## src/rtl/mean_pool_scheduler.sv

```systemverilog
// Round-robin scheduler sharing one mean_pooling engine between NREQ requesters.
// Latency: grant edge to out_valid is size+2 edges with a compliant engine.
// Backpressure: holds the result in OUT until out_ready; no new grant until accepted.
// Optional MEAN_POOL_WATCHDOG_EN adds a sticky err output and an ACCUM timeout.
module mean_pool_scheduler #(
    parameter int IL   = 4,
    parameter int FL   = 16,
    parameter int size = 4,
    parameter int NREQ = 4,
    parameter int W    = IL + FL,
    parameter int IDW  = $clog2(NREQ)
) (
    input  logic                     clk,
    input  logic                     rst,
    input  logic [NREQ-1:0]          req,
    input  logic [NREQ*size*W-1:0]   req_data,
    output logic [NREQ-1:0]          gnt,
    output logic                     pool_en,
    output logic                     pool_input_ready,
    output logic [size*W-1:0]        pool_im,
    input  logic [W-1:0]             pool_om,
    input  logic                     pool_done,
    output logic                     out_valid,
    input  logic                     out_ready,
    output logic [W-1:0]             out_data,
    output logic [IDW-1:0]           out_id,
    output logic                     busy
`ifdef MEAN_POOL_WATCHDOG_EN
    ,
    output logic                     err
`endif
);

    localparam int CW = IDW + 1;

    typedef enum logic [2:0] {
        IDLE,
        LOAD,
        ACCUM,
        CAPTURE,
        OUT
    } state_t;

    state_t              state;
    state_t              state_nxt;
    logic [IDW-1:0]      rr_ptr;
    logic [IDW-1:0]      nxt_ptr;
    logic                win_vld;
    logic [IDW-1:0]      win_id;
    logic [size*W-1:0]   win_vec;
    logic                wd_abort;

    // First requester at or after rr_ptr, wrapping modulo NREQ.
    always_comb begin
        logic [CW-1:0] cand;
        cand    = '0;
        win_vld = 1'b0;
        win_id  = '0;
        for (int i = 0; i < NREQ; i++) begin
            cand = {1'b0, rr_ptr} + CW'(i);
            if (cand >= CW'(NREQ)) begin
                cand = cand - CW'(NREQ);
            end
            if (!win_vld && req[cand[IDW-1:0]]) begin
                win_vld = 1'b1;
                win_id  = cand[IDW-1:0];
            end
        end
    end

    always_comb begin
        win_vec = '0;
        for (int r = 0; r < NREQ; r++) begin
            if (win_id == IDW'(r)) begin
                win_vec = req_data[r*size*W +: size*W];
            end
        end
    end

    assign nxt_ptr = (out_id == IDW'(NREQ - 1)) ? '0 : out_id + 1'b1;

`ifdef MEAN_POOL_WATCHDOG_EN
    localparam int WDW = $clog2(size + 2) + 1;
    logic [WDW-1:0] wd_cnt;
`endif

    always_comb begin
        state_nxt        = state;
        pool_en          = 1'b0;
        pool_input_ready = 1'b0;
        wd_abort         = 1'b0;
        case (state)
            IDLE: begin
                if (win_vld) begin
                    state_nxt = LOAD;
                end
            end
            LOAD: begin
                pool_en          = 1'b1;
                pool_input_ready = 1'b1;
                state_nxt        = ACCUM;
            end
            ACCUM: begin
                pool_en = 1'b1;
                if (pool_done) begin
                    state_nxt = CAPTURE;
                end
`ifdef MEAN_POOL_WATCHDOG_EN
                else if (wd_cnt == WDW'(size + 1)) begin
                    wd_abort  = 1'b1;
                    state_nxt = OUT;
                end
`endif
            end
            CAPTURE: begin
                state_nxt = OUT;
            end
            OUT: begin
                if (out_ready) begin
                    state_nxt = IDLE;
                end
            end
            default: begin
                state_nxt = IDLE;
            end
        endcase
    end

    assign busy      = (state != IDLE);
    assign out_valid = (state == OUT);
    assign gnt       = (state == LOAD) ? (NREQ'(1) << out_id) : '0;

    always_ff @(posedge clk or posedge rst) begin
        if (rst) begin
            state    <= IDLE;
            rr_ptr   <= '0;
            pool_im  <= '0;
            out_id   <= '0;
            out_data <= '0;
        end else begin
            state <= state_nxt;
            // pool_im only moves on a grant, so it is stable for the whole job.
            if (state == IDLE && win_vld) begin
                pool_im <= win_vec;
                out_id  <= win_id;
            end
            if (state == CAPTURE) begin
                out_data <= pool_om;
            end
            if (wd_abort) begin
                out_data <= '0;
            end
            if (state == OUT && out_ready) begin
                rr_ptr <= nxt_ptr;
            end
        end
    end

`ifdef MEAN_POOL_WATCHDOG_EN
    always_ff @(posedge clk or posedge rst) begin
        if (rst) begin
            wd_cnt <= '0;
            err    <= 1'b0;
        end else begin
            if (state != ACCUM) begin
                wd_cnt <= '0;
            end else if (!pool_done) begin
                wd_cnt <= wd_cnt + 1'b1;
            end
            if (wd_abort) begin
                err <= 1'b1;
            end
        end
    end
`endif

endmodule

```

## config.mk

```make
export PLATFORM = sky130hd
export DESIGN_NAME = mean_pool_scheduler
export DESIGN_NICKNAME = d
export VERILOG_FILES = /design/src/rtl/mean_pool_scheduler.sv
export SDC_FILE = /design/constraint.sdc
export NUM_CORES = 1
export LEC_CHECK = 0
export CAP_MARGIN = 5
export CORE_AREA = 2 2 178 180
export DETAILED_ROUTE_END_ITERATION = 6
export DIE_AREA = 0 0 180 182
export GPL_ROUTABILITY_DRIVEN = 0
export GPL_TIMING_DRIVEN = 0
export SYNTH_ARGS = -nofsm -noshare
export SYNTH_HDL_FRONTEND = slang
export SYNTH_SLANG_ARGS = --single-unit
```

## constraint.sdc

```tcl
create_clock -name clk -period 4.2 [get_ports clk]
set_clock_uncertainty 0.2 [all_clocks]
set_input_delay 1.05 -clock clk [delete_from_list [all_inputs] [get_ports clk]]
set_output_delay 1.05 -clock clk [all_outputs]
set_load 0.02 [all_outputs]
```

---- Word level (Yosys, flattened, before mapping) ----
Cells that the tools add are included.
word-level totals
  bits in registers ....................... 107
  bits of input ports ..................... 348
  logic and storage cells ................. 78
cells by class
  add/sub/neg operators ................... 8
  order comparisons ....................... 8
  equal/unequal tests ..................... 11
  shift-type cells ........................ 1
  mux-type cells .......................... 32
  reductions and logical operators ........ 13
operator list
  operator                                                                count
  80-bit 2-to-1 mux                                                       4
  2-bit 2-to-1 mux                                                        9
  3-bit one-hot mux with 5 select lines                                   1
  2-bit by 3-bit < comparator with 1-bit output (second input constant)   4
  1-bit 2-to-1 mux                                                        10
  3-bit >= comparator (second input constant)                             3
  3-bit 2-to-1 mux                                                        3
  1-bit binary-select mux with 2-bit select                               4
  2-bit by 1-bit subtractor with 2-bit output (second input constant)     4
  2-bit by 2-bit adder with 3-bit output (second input constant)          2
  2-bit == test (second input constant)                                   3
  3-bit by 2-bit == test with 1-bit output (second input constant)        2
  1-bit logical AND                                                       5
  4-bit 2-to-1 mux                                                        1
  2-bit inequality test (second input constant)                           2
  1-bit by 2-bit << shifter with 4-bit output (first input constant)      1
  2-bit by 1-bit adder with 3-bit output (second input constant)          1
  3-bit by 1-bit == test with 1-bit output (second input constant)        1
  3-bit == test (second input constant)                                   1
  2-bit by 3-bit >= comparator with 1-bit output (second input constant)  1
  1-bit logical NOT                                                       3
  3-bit logical NOT                                                       1
  3-bit AND reduction                                                     1
  3-bit nonzero test                                                      1
  other kinds (5)                                                         5

---- Logic depth before layout (Yosys ltp) ----
  depth in word-level cells ............... 19
  gate-level depth with buffers ........... 8
  mapped depth without buffers ............ 5

---- Worst setup path after synthesis ----
No wires, ideal clock.
  kind .................................... reg2out
  start ................................... register state[1]
  end ..................................... output port gnt[0]
  arrival ................................. 1491 ps
  required time ........................... 2950 ps
  slack ................................... 1459 ps
  cell stages (with the launch flop) ...... 4
  cells stage by stage .................... dfrtp_1 buf_6 nor3b_1 and2_1
on the way
  longest elaborated chain between the ends .. 2
RTL lines
  item                                      RTL line  source
  start: declaration                        44        state_t state;
  start signal: assignment                  141       state <= state_nxt;
  3-bit by 1-bit == test with 1-bit output  131       assign gnt = (state == LOAD) ? (NREQ'(1) << out_id) : '0;
  4-bit 2-to-1 mux                          131
  end: declaration                          17        output logic [NREQ-1:0] gnt,
Every way passes these cells.

---- Worst setup path in the final report ----
  start ................................... input port req[1]
  end ..................................... register pool_im[16]
on the way
  longest elaborated chain between the ends .. 17
  elaborated cells between the ends (all ways) .. 31
  classes of those cells .................. eq/ne (3); mux (20); reduce/logical (8)
RTL lines
  item                                       RTL line  source
  start: declaration                         15        input logic [NREQ-1:0] req,
  1-bit binary-select mux with 2-bit select  64        if (!win_vld && req[cand[IDW-1:0]]) begin
  1-bit 2-to-1 mux (not written as such)     64
  1-bit 2-to-1 mux                           64
  1-bit logical NOT                          64
  1-bit logical AND                          64
  1-bit 2-to-1 mux                           64
  1-bit logical NOT                          64
  1-bit logical AND                          64
  1-bit 2-to-1 mux                           64
  1-bit logical NOT                          64
  1-bit logical AND                          64
  2-bit 2-to-1 mux                           64
  2-bit logical NOT                          74        if (win_id == IDW'(r)) begin
  80-bit 2-to-1 mux (4 in a row)             74
  end signal: assignment                     144       pool_im <= win_vec;
  end: declaration                           20        output logic [size*W-1:0] pool_im,
Parallel ways exist; a longest one is shown, timed or not. The select of a mux whose other input is x is not followed.
A chain may end at the register's enable or synchronous reset.

==> flow_summary.json <==
{
  "synth.avg_cell_area_sq_um": 9.56,
  "cts_hold_repair.buffers": 0,
  "report.final.setup_viol": 0,
  "power_leakage_nw": 4.94,
  "maximum_achievable_frequency_ghz": 0.274,
  "cts-resized-gates": 0,
  "critical_path.startpoint_type": "primary input",
  "yosys.area.top_type_share": 0.370,
  "grt_util_met3": 0.0540,
  "cts_setup_buffers": 0,
  "core_sq_um": 31000,
  "final-hold-violation-count": 0,
  "dp_hpwl_mm": 27.3,
  "unrepaired_setup_endpoints_after_global_routing": "no",
  "grt_pass1_wl_mm": 53.0,
  "worst-setup-path-type": "in -> reg",
  "netlist_instances": 757,
  "n_fill_cell": 3119,
  "worstMarginPinSlew_ns": 0.921,
  "initialDrtViolationCount": 526,
  "synth.top_cells.by_count": "107 x sky130_fd_sc_hd__dfrtp_1, 86 x sky130_fd_sc_hd__nand2_1, 81 x sky130_fd_sc_hd__mux2i_1",
  "grt_pass1_vias": 8504,
  "globalRouteMet2Util": 0.356,
  "nets": 1578,
  "cts.path.max_buffers": 2,
  "yosysWarnings": 0,
  "clock_insertion_delay_at_the_later_pin_of_the_skew_report_ns": 0.36,
  "grt.busiest_layer": "met2",
  "worst-endpoint-required_ns": 4.21,
  "grt_max_degree": 69,
  "synth_seq_cells": 107,
  "ys_seq_area_frac": 0.370,
  "postSynth.topFlopCell": "sky130_fd_sc_hd__dfrtp_1",
  "power_per_cell_area_nw_per_um2": 634,
  "viasPerCell": 5.19,
  "synth.lib_cells_used.distinct": 36,
  "die_area_sq_um": 32800,
  "vdd.ir_drop.worst_v": 0.000243,
  "storage_cell_area_sq_um": 2680,
  "critPathMaxFanout": 10,
  "grtUsageMet1": 0.259,
  "htreeDepth": 3,
  "final_layout_size_suffix_gt1_frac": 0.0674,
  "critPathArrivalTime_ns": 3.66,
  "cts_tree": "yes",
  "postLayoutCoreUtil": 0.409,
  "crit_path_end_kind": "register",
  "grt_overflow_total": 0,
  "cap_violations": 0,
  "placed_cell_count": 1617,
  "yosys-top-cells-area": "sky130_fd_sc_hd__dfrtp_1 37%, sky130_fd_sc_hd__mux2i_1 11%, sky130_fd_sc_hd__a211o_1 9.7%, sky130_fd_sc_hd__o31ai_1 8.3%, sky130_fd_sc_hd__o211ai_1 8.1%",
  "postRouteWirelength_mm": 36.2,
  "numClockSinks": 107,
  "clk_pin_slew_worst_paths_ns": 0.09,
  "timing.final.crit_share": 0.869,
  "die_h_um": 182,
  "die_width_um": 180,
  "worst_slack_ns": 0.551,
  "synth.cell_area_sq_um": 7240,
  "antenna_violations_before_repair": 3,
  "synth.most_common_cell": "sky130_fd_sc_hd__dfrtp_1",
  "clockRootBuffer": "sky130_fd_sc_hd__clkbuf_16",
  "relSlewSlack": 0.385,
  "synth_top_area_cell": "sky130_fd_sc_hd__dfrtp_1",
  "timing_max_transition_violations_final": 0,
  "place_worst_setup_slack_ns": 0.0207,
  "total_clock_buffers_created_by_cts": 9,
  "asyncSetResetFlopFracSynth": 1.00,
  "floorplan.initialDensity": 0.234,
  "result_of_the_run": "finished clean",
  "firstDrtPassIters": 5,
  "min-delay-path-class": "reg -> reg",
  "syn_to_final_growth_pct": 75.0,
  "detailroute.via_count": 8488,
  "antenna_violating_nets_post_route": 0,
  "grt_usage": 0.210,
  "floorplan.io_pins": 458,
  "min_clock_period_post_route_ns": 3.65,
  "synth.net_count": 1109,
  "io_buffer_count": 457,
  "drcViolationCount": 0,
  "synth_edf_count": 0,
  "multi_input_comb_area_sq_um": 4050,
  "routed_wire_length_per_instance_um": 22.1,
  "fin_worst_hold_slack_ns": 0.305,
  "layoutNonFillerInstCount": 1637,
  "row_cnt": 65
}
## cells by family after synthesis
group	count (synthesis)	synth area share
and+or+nand+nor	189	0.133
DFF	107	0.370
adders and majority gates	4	0.00692
xor gates and xnor gates	1	0.00121
muxes	102	0.145
buffers and inverters	103	0.0700
AOI/OAI and AO/OA	251	0.274
## per-layer routing
layer	vias to the layer above	wire length, um
li1	3911	-
met1	4102	14800
met5	-	0
met4	0	939
met3	56	2800
met2	419	17600
## critical path: stages
cell,delay (ns)
sky130_fd_sc_hd__clkdlybuf4s50_1,0.51
sky130_fd_sc_hd__nor4_1,0.76
sky130_fd_sc_hd__nor2_1,0.17
sky130_fd_sc_hd__nand2_1,0.49
sky130_fd_sc_hd__clkbuf_1,0.49
sky130_fd_sc_hd__o211ai_1,0.18
## per-stage QoR
step | cell area [sq um] | TNS [ns] | total power, W
after floorplan | 7240 | 0 | 0.00481
after global routing | 12700 | 0 | 0.00854
after detailed placement | 12300 | 0 | 0.00715
after global placement | 12300 | -223.21 | 0.00709
after CTS | 12700 | 0 | 0.00811
final | 12700 | 0 | 0.00802
## report_power, final
part | leakage (nW) | internal (W) | switching, W
logic | 3.48 | 0.00233 | 0.00289
registers | 1.31 | 0.00156 | 0.000323
clock network | 0.150 | 0.000430 | 0.000497
## state kept, by name, indices dropped and copies added, names as in the netlist
register and count:
state 3, out_id 2, pool_im 80, out_data 20, rr_ptr 2
## worst paths after layout
check / startpoint / endpoint / slack (ns) / cells past startpoint
min: pool_im[47] / pool_im[47] / 0.30 / 2
min reg2reg: pool_im[47] / pool_im[47] / 0.30 / 2
min in group asynchronous: rst / pool_im[5] / 0.87 / 2
max: req[1] / pool_im[16] / 0.55 / 6
max reg2reg: rr_ptr[1] / pool_im[21] / 1.36 / 7
max in group asynchronous: rst / out_data[9] / 2.18 / 3
## cell type report
class,count,share of cell area
timing repair buffer,458,0.363
multi-input combinational,547,0.320
sequential,107,0.211
tap,402,0.0397
buffer,98,0.0385
clock buffer,9,0.0178
clock inverter,7,0.00642
inverter,5,0.00188
antenna,4,0.000790
## cells in the final DEF (no fill, tap or decap), types with 11 or more instances in the layout
master                            synthesis  final
sky130_fd_sc_hd__buf_6                   11     11
sky130_fd_sc_hd__nand2_1                 86     86
sky130_fd_sc_hd__a211o_1                 80     80
sky130_fd_sc_hd__clkdlybuf4s50_1          0    457
sky130_fd_sc_hd__mux2_2                  21     21
sky130_fd_sc_hd__dfrtp_1                107    107
sky130_fd_sc_hd__clkbuf_1                52     52
sky130_fd_sc_hd__o31ai_1                 80     80
sky130_fd_sc_hd__mux2i_1                 81     81
sky130_fd_sc_hd__buf_2                   24     24
sky130_fd_sc_hd__o211ai_1                78     78
sky130_fd_sc_hd__nand4_1                 80     80
Power figures use the tool's default switching activity.
